<file path="config.mk">
export PLATFORM = sky130hd
export DESIGN_NAME = snake_direction_ctrl
export DESIGN_NICKNAME = d
export VERILOG_FILES = /design/src/rtl/snake_direction_ctrl.sv
export SDC_FILE = /design/constraint.sdc
export NUM_CORES = 1
export LEC_CHECK = 0
export ABC_AREA = 1
export ABC_CLOCK_PERIOD_IN_PS = 2690
export BUFFER_PORTS_ARGS = -buffer_cell sky130_fd_sc_hd__buf_2
export CAP_MARGIN = 20
export CORE_MARGIN = 4
export CORE_UTILIZATION = 41
export DETAILED_ROUTE_END_ITERATION = 7
export MAX_ROUTING_LAYER = met4
export PLACE_DENSITY = 0.66
export SYNTH_ARGS = -nofsm -noshare
export SYNTH_HDL_FRONTEND = slang
export SYNTH_SLANG_ARGS = --single-unit
</file>
<file path="constraint.sdc">
create_clock -name clock -period 2.69 [get_ports clock]
set_input_delay 0.538 -clock clock [delete_from_list [all_inputs] [get_ports clock]]
set_output_delay 0.538 -clock clock [all_outputs]
set_load 0.03 [all_outputs]
</file>
<file path="src/rtl/snake_direction_ctrl.sv">
// snake_direction_ctrl: debounces the left/right proximity levels into single
// relative turns, queues them, and commits one turn to the heading on each
// apply_turn strobe from the control unit.
// Build option: define SNAKE_DIR_QUEUE2_EN for a 2-entry turn FIFO; the
// default build keeps a single pending-turn slot.
module snake_direction_ctrl #(
  parameter int DEBOUNCE_CYCLES = 50000,
  parameter int CW              = $clog2(DEBOUNCE_CYCLES + 1)
) (
  input  logic       clock,
  input  logic       restart_n,
  input  logic       esq,
  input  logic       dir,
  input  logic       clear_dir,
  input  logic       apply_turn,
  output logic [1:0] direction,
  output logic       turn_pending,
  output logic       turn_dropped,
  output logic [1:0] db_estado
);

`ifdef SNAKE_DIR_QUEUE2_EN
  localparam int QDEPTH = 2;
`else
  localparam int QDEPTH = 1;
`endif

  localparam logic [CW-1:0] CNT_ONE  = CW'(1);
  localparam logic [CW-1:0] CNT_LAST = CW'(DEBOUNCE_CYCLES - 1);
  localparam logic [1:0]    Q_FULL   = 2'(QDEPTH);

  typedef enum logic [1:0] {
    IDLE = 2'd0,
    QUAL = 2'd1,
    HOLD = 2'd2,
    RELQ = 2'd3
  } state_t;

  // Relative turn on a 2-bit heading: left is +1, right is -1, natural wrap.
  function automatic logic [1:0] turn_heading(input logic [1:0] heading,
                                              input logic       right);
    turn_heading = right ? (heading - 2'd1) : (heading + 2'd1);
  endfunction

  // ---- stage p0/p1: two-flop synchronizer on the comparator levels ----
  logic esq_p0, esq_p1;
  logic dir_p0, dir_p1;

  // Bring the asynchronous proximity levels into the clock domain.
  always_ff @(posedge clock or negedge restart_n) begin
    if (!restart_n) begin
      esq_p0 <= 1'b0;
      esq_p1 <= 1'b0;
      dir_p0 <= 1'b0;
      dir_p1 <= 1'b0;
    end else begin
      esq_p0 <= esq;
      esq_p1 <= esq_p0;
      dir_p0 <= dir;
      dir_p1 <= dir_p0;
    end
  end

  // ---- gesture FSM on the synchronized levels ----
  state_t        state, state_nxt;
  logic [CW-1:0] cnt, cnt_nxt;
  logic          side, side_nxt;
  logic          accept;
  logic          push_bit;

  logic only_l, only_r, none_hi;
  assign only_l  = esq_p1 & ~dir_p1;
  assign only_r  = dir_p1 & ~esq_p1;
  assign none_hi = ~esq_p1 & ~dir_p1;

  // Gesture state, debounce counter and latched side.
  always_ff @(posedge clock or negedge restart_n) begin
    if (!restart_n) begin
      state <= IDLE;
      cnt   <= '0;
      side  <= 1'b0;
    end else begin
      state <= state_nxt;
      cnt   <= cnt_nxt;
      side  <= side_nxt;
    end
  end

  // Qualify a press, emit one accept, then insist on a qualified release.
  always_comb begin
    state_nxt = state;
    cnt_nxt   = cnt;
    side_nxt  = side;
    accept    = 1'b0;
    push_bit  = side;
    if (clear_dir) begin
      state_nxt = IDLE;
      cnt_nxt   = '0;
    end else begin
      case (state)
        IDLE: begin
          cnt_nxt = '0;
          if (only_l || only_r) begin
            side_nxt = only_r;
            if (DEBOUNCE_CYCLES <= 1) begin
              accept    = 1'b1;
              push_bit  = only_r;
              state_nxt = HOLD;
            end else begin
              state_nxt = QUAL;
              cnt_nxt   = CNT_ONE;
            end
          end
        end
        QUAL: begin
          if (side ? only_r : only_l) begin
            if (cnt >= CNT_LAST) begin
              accept    = 1'b1;
              push_bit  = side;
              state_nxt = HOLD;
              cnt_nxt   = '0;
            end else begin
              cnt_nxt = cnt + CNT_ONE;
            end
          end else if (side ? only_l : only_r) begin
            // Hand moved to the other sensor: restart qualification there.
            side_nxt = ~side;
            cnt_nxt  = CNT_ONE;
          end else begin
            state_nxt = IDLE;
            cnt_nxt   = '0;
          end
        end
        HOLD: begin
          cnt_nxt = '0;
          if (none_hi) begin
            if (DEBOUNCE_CYCLES <= 1) begin
              state_nxt = IDLE;
            end else begin
              state_nxt = RELQ;
              cnt_nxt   = CNT_ONE;
            end
          end
        end
        RELQ: begin
          if (!none_hi) begin
            state_nxt = HOLD;
            cnt_nxt   = '0;
          end else if (cnt >= CNT_LAST) begin
            state_nxt = IDLE;
            cnt_nxt   = '0;
          end else begin
            cnt_nxt = cnt + CNT_ONE;
          end
        end
        default: begin
          state_nxt = IDLE;
          cnt_nxt   = '0;
        end
      endcase
    end
  end

  // ---- turn queue and heading register ----
  logic [QDEPTH-1:0] q_data, q_data_nxt;
  logic [1:0]        q_cnt, q_cnt_nxt;
  logic [1:0]        direction_nxt;
  logic              drop_nxt;
  logic              pop;
  logic              full;

  assign pop  = apply_turn && (q_cnt != 2'd0);
  assign full = (q_cnt == Q_FULL);

  // Pop uses the current head; a same-cycle push lands behind the survivors.
  always_comb begin
    q_data_nxt    = q_data;
    q_cnt_nxt     = q_cnt;
    direction_nxt = direction;
    drop_nxt      = 1'b0;
    if (clear_dir) begin
      q_cnt_nxt     = 2'd0;
      direction_nxt = 2'd0;
    end else begin
      if (pop) begin
        direction_nxt = turn_heading(direction, q_data[0]);
        q_data_nxt    = q_data >> 1;
        q_cnt_nxt     = q_cnt - 2'd1;
      end
      if (accept) begin
        if (!full || pop) begin
          for (int i = 0; i < QDEPTH; i++) begin
            if (q_cnt_nxt == 2'(i)) begin
              q_data_nxt[i] = push_bit;
            end
          end
          q_cnt_nxt = q_cnt_nxt + 2'd1;
        end else begin
          drop_nxt = 1'b1;
        end
      end
    end
  end

  // Queue occupancy, heading and drop pulse.
  always_ff @(posedge clock or negedge restart_n) begin
    if (!restart_n) begin
      q_cnt        <= 2'd0;
      direction    <= 2'd0;
      turn_dropped <= 1'b0;
    end else begin
      q_cnt        <= q_cnt_nxt;
      direction    <= direction_nxt;
      turn_dropped <= drop_nxt;
    end
  end

  // Queue payload; only meaningful below q_cnt, so it carries no reset.
  always_ff @(posedge clock) begin
    q_data <= q_data_nxt;
  end

  assign turn_pending = (q_cnt != 2'd0);
  assign db_estado    = state;

endmodule

</file>
Yosys cells after proc, flatten, opt, wreduce, memory -nomap -nowiden
Index checks and enable logic that the tools add are counted.
Widths: inputs -> output; s select.
{ "word_totals": {"ff_bits": 29, "in_bits": 6, "out_inout_bits": 6, "wordCells": 89} }
{ "classes": {"eq_ne": 12, "addsub": 5, "n_bitwise": 7, "reduce_logical": 11, "magnitude_cmp": 1, "muxes": 42} }
{ "op_table": {"columns": ["cell", "n"], "rows": [
  ["$mux 16", 4],
  ["$pmux 16 s4", 1],
  ["$mux 2", 16],
  ["$mux 1", 19],
  ["$add 16x1->16 const B", 1],
  ["$ge 16x16->1 const B", 1],
  ["$ne 4x4->1 const B", 3],
  ["$reduce_and 5->1", 2],
  ["$pmux 2 s4", 1],
  ["$ne 2x2->1 const B", 3],
  ["$ne 3x3->1 const B", 2],
  ["$reduce_bool 2->1", 3],
  ["$add 2x1->2 const B", 2],
  ["$eq 2x1->1 const B", 2],
  ["$eq 2x2->1 const B", 2],
  ["$logic_not 2->1", 2],
  ["$not 1->1", 4],
  ["$sub 2x1->2 const B", 2],
  ["$and 1x1->1", 3],
  ["$logic_or 1x1->1", 2],
  ["$pmux 1 s2", 1],
  ["$logic_and 1x1->1", 1],
  ["$logic_not 1->1", 1]
]} }

Longest topological paths before layout
{ "depth": {"depth_word": 8, "ltp_mapped": 12, "depth_no_buf": 12} }

Least setup slack after synthesis
No wires, ideal clock.
{ "synth_path": {"kind": "reg2reg", "from": "reg q_cnt[0]", "to": "reg q_cnt[1]", "arrival_ns": 1.861, "period_less_slack_ns": 1.975, "path_stages_with_launch": 13, "setup_ns": 0.113, "slack_ns": 0.715, "t_required_ns": 2.577, "n_path_buf": 0, "path_cell_list": "dfrtp_1 -> inv_1 -> ha_1 -> inv_1 -> nand2_2 -> nand2_1 -> nand2_1 -> ha_1 -> or2_2 -> nand2_1 -> nand3_1 -> nand2_1 -> nor2_1"} }
{ "synth_between": {"elab_chain_cells": 8, "elab_cells_between_ends": 12, "classes_between": "2 x add/sub; 1 x eq/ne; 5 x mux; 4 x reduce/logical"} }
{ "synth_rtl": {"columns": ["item", "line", "text"], "rows": [
  ["from (decl)", "166", "logic [1:0] q_cnt, q_cnt_nxt;"],
  ["from (signal assigned)", "212", "q_cnt <= q_cnt_nxt;"],
  ["$reduce_bool 2->1 *", null, null],
  ["net turn_pending", "17", "output logic turn_pending,"],
  ["$logic_and 1x1->1 *", "172", "assign pop = apply_turn && (q_cnt != 2'd0);"],
  ["$mux 2", "185", "if (pop) begin"],
  ["$mux 2", "181", "if (clear_dir) begin"],
  ["$add 2x1->2", "197", "q_cnt_nxt = q_cnt_nxt + 2'd1;"],
  ["$mux 2", "191", "if (!full || pop) begin"],
  ["$mux 2 *", "190", "if (accept) begin"],
  ["$mux 2 *", "181", null],
  ["net q_cnt_nxt[1]", "166", null]
]} }
Mark *: on every way through the listed nets, which the timed path passes. The rest lies on a longest branch. The select of a mux whose other input is x is not followed.
A chain may end at the register's enable or synchronous reset.

Worst setup path after layout
{ "layout_path": {"from": "reg q_cnt[0]", "to": "reg q_cnt[1]"} }
{ "layout_between": {"elab_chain_cells": 8, "elab_cells_between_ends": 12, "classes_between": "2 x add/sub; 1 x eq/ne; 5 x mux; 4 x reduce/logical"} }
{ "layout_rtl": {"columns": ["item", "line"], "rows": [
  ["branches (longest 6 deep; another with $sub 2x1->2)", null],
  ["$mux 2 *", "190"],
  ["$mux 2 *", "181"],
  ["net q_cnt_nxt[1]", "166"]
]} }
Mark *: on every way through the listed nets, which the timed path passes. The select of a mux whose other input is x is not followed.

==> flow_metrics.tcl <==
set metrics [dict create \
    whs_ns 0.272 \
    grt_pass1_wl_mm 5.33 \
    clk_pin_slew_worst_paths_ns 0.06 \
    slew_viol_final 0 \
    final_core_utilization_pct 49.1 \
    die_h_um 71.9 \
    critical_path.max_stage_delay_ns 0.37 \
    worst_ir_drop_vdd_v 0.000304 \
    numPortBuffers 11 \
    timing.final.crit_period_ns 1.93 \
    timing.critical_path.cells "inv_1, ha_1, nor2_1, nand2_1, o21ai_0, ha_1, or2_2, nand2_1, nand3_1, nand2_1, nor2_1" \
    period_share_pct 71.6 \
    worst_ep_arrival_time_ns 2.08 \
    power.static_leakage_nw 0.887 \
    cts.path.max_buffers 2 \
    final_layout_size_suffix_gt1_share_pct 11.6 \
    detail_route.first_pass.iterations 4 \
    global_route.overflow_total 0 \
    cp_data_required_time_ns 2.85 \
    post_synth_inst_count 215 \
    initial_antenna_violation_count 0 \
    drt_iter0_drc 56 \
    final_nets 245 \
    cts_setup_buffers 0 \
    die-area_mm2 0.00517 \
    n_fill_cell 384 \
    route.antenna.remaining_nets 0 \
    pin_count_of_the_biggest_net_entering_global_routing 29 \
    clock_tree.htree_level_count 2 \
    yosys.cell_count.top_type "nand2_1" \
    run_status "finished, final reports clean" \
    switching_power_share_of_the_total_pct 34.9 \
    area_taken_by_multi_input_logic_gates_um2 827 \
    count_of_antenna_diodes_in_the_layout 0 \
    worst_pin_slew_ns 0.610 \
    row_count 22 \
    synth_top_cells_by_area "dfrtp_1 (42%), nand2_1 (10%), nor2_1 (9.2%)" \
    vias_per_cell 4.92 \
    area_delta_synth_final_pct 11.4 \
    fp.dieW_um 71.9 \
    max_stage_delay_cell_worst_path "dfrtp_1" \
    critPathMaxFanout 3 \
    clock_sink_count 29 \
    design_power_total_mw 1.22 \
    worst_slew_margin_pct 59.4 \
    synth.avg_cell_area_um2 7.79 \
    clock_power_share_pct 29.0 \
    synth.cell_area_mm2 0.00167 \
    grt_setup_unrepaired "no" \
    synthesis_stage_register_bit_count 29 \
    postSynth.topFlopCell "dfrtp_1" \
    switchingPower_mw 0.427 \
    async_reset_ff_share_pct 96.6 \
    synthesis.nets 228 \
    timing.clock.skew_ns 0.00569 \
    clock_tree_from_tritoncts "built" \
    timing.hold.worst.class "in2async" \
    synth_top_cell_by_area "dfrtp_1" \
    synthDistinctLibCells 26 \
    cts.root.buffer_cell "clkbuf_8" \
    ys_top_cells_by_count "nand2_1 (45), nor2_1 (41), dfrtp_1 (28)" \
    p_int_mw 0.794 \
    comb_power_share_pct 28.3 \
    track_usage_pct 13.4 \
    final_hold_viol_count 0 \
    synth_top_area_share_pct 41.9 \
    pin_count 12 \
    wl_mm 2.97 \
    numCtsBuffers 5 \
    area.sequential_um2 731 \
    detail_route.wl_per_cell_um 10.6 \
    final_setup_violating_endpoints 0 \
    synth.yosys.seq_area_share_pct 43.6 \
    coreArea_mm2 0.00380 \
    drcViolationCount 0 \
    synth.yosys.warnings 0 \
    critical_path.most_common_cell "nand2_1" \
    startpoint_type "flop" \
    achievable-frequency_ghz 0.519 \
    clock_insertion_delay_worst_skew_ns 0.27 \
    cap_violations 0 \
    critical_setup_path_class "reg2reg" \
    cts_hold_buf 0 \
    detailedPlacementHpwl_mm 2.27 \
    routed_vias 1377 \
    pwr-share-seq_pct 42.7 \
    cts_repair_resize_count 0 \
    cellPowerDensity_mw_per_mm2 655 \
    edff_count_synth 1 \
    setup_crit_end_kind "flop" \
    tns_ns 0 \
    gp_congestion 0.892 \
    floorplan.initialDensity_pct 44.1 \
    first_global_vias 1279 \
]
## layout make-up
cell class,instances,share of cell area [%]
clock buffer,7,4.63
inverter,28,5.64
tap,48,3.22
sequential,29,39.2
multi-input combinational,157,44.4
timing repair buffer,11,2.95
## worst paths after layout
path,slack (ns),start,depth (start not counted),endpoint
worst min register to register,0.35,esq_p0$_DFF_PN0_,0,esq_p1$_DFF_PN0_
max in group asynchronous,2.01,restart_n,1,turn_dropped$_DFF_PN0_
worst max register to register,0.76,q_cnt[0]$_DFF_PN0_,11,q_cnt[1]$_DFF_PN0_
worst min-delay path,0.27,restart_n,1,cnt[10]$_DFF_PN0_
min in group clock,0.35,esq_p0$_DFF_PN0_,0,esq_p1$_DFF_PN0_
worst max-delay path,0.76,q_cnt[0]$_DFF_PN0_,11,q_cnt[1]$_DFF_PN0_
## cells in the final DEF, fill, tap and decap left out, types with 2 or more instances in the layout
cell type	count
nand2_1	45
nor2_1	41
dfrtp_1	28
inv_1	27
nand3_1	18
buf_2	11
xor2_1	8
o21ai_0	7
ha_1	7
a21oi_1	6
clkbuf_8	6
nand2_2	5
nor3_1	4
xnor2_1	4
nand4_1	2
## metrics by stage
| stage | cell area [µm²] | instances | setup slack, ns |
|---|---|---|---|
| 3_3_place_gp | 1780 | 273 | 0.783 |
| 3_5_place_dp | 1780 | 273 | 0.752 |
| 6_report | 1860 | 280 | 0.765 |
| 5_1_grt | 1860 | 280 | 0.569 |
| 2_1_floorplan | 1670 | 215 | 0.715 |
| 4_1_cts | 1860 | 280 | 0.761 |
## state kept, by name (all words and copies together), names as in the netlist
signal        count
esq_p1            1
esq_p0            1
q_data            1
q_cnt             2
turn_dropped      1
dir_p0            1
side              1
dir_p1            1
db_estado         2
cnt              16
direction         2
## layer usage
metal / GRT usage (%) / routed length [µm]
met1: 16.9 / 1420
met3: 2.91 / 96
met4: 6.47 / 53
met2: 20.4 / 1400
met5: - / 0
## power groups by stage
stage / Clock (mW) / Sequential, mW / Combinational (mW)
5_1_grt: 0.395 / 0.527 / 0.396
4_1_cts: 0.371 / 0.520 / 0.349
6_report: 0.355 / 0.521 / 0.345
2_1_floorplan: 0 / 0.550 / 0.241
3_5_place_dp: 0 / 0.528 / 0.347
3_3_place_gp: 0 / 0.526 / 0.342
## kinds of logic (layout without fill, tap and decap cells)
family	Yosys count	after routing	share of synthesized area, %
xor gates and xnor gates	12	12	6.28
buffers and inverters	29	46	6.95
AOI/OAI and AO/OA	17	17	5.46
adders and majority gates	7	7	5.23
and+or+nand+nor	120	120	31.8
muxes	1	1	0.598
DFF	29	29	43.6
## critical path, delay by kind of cell, from the launching register on
| kind | cells | cell delay, ns |
|---|---|---|
| buf+inv | 1 | 0.06 |
| compound gates | 1 | 0.14 |
| flops | 1 | 0.37 |
| fa+ha+maj | 2 | 0.48 |
| simple gates | 7 | 0.76 |
Power figures use the tool's default switching activity.
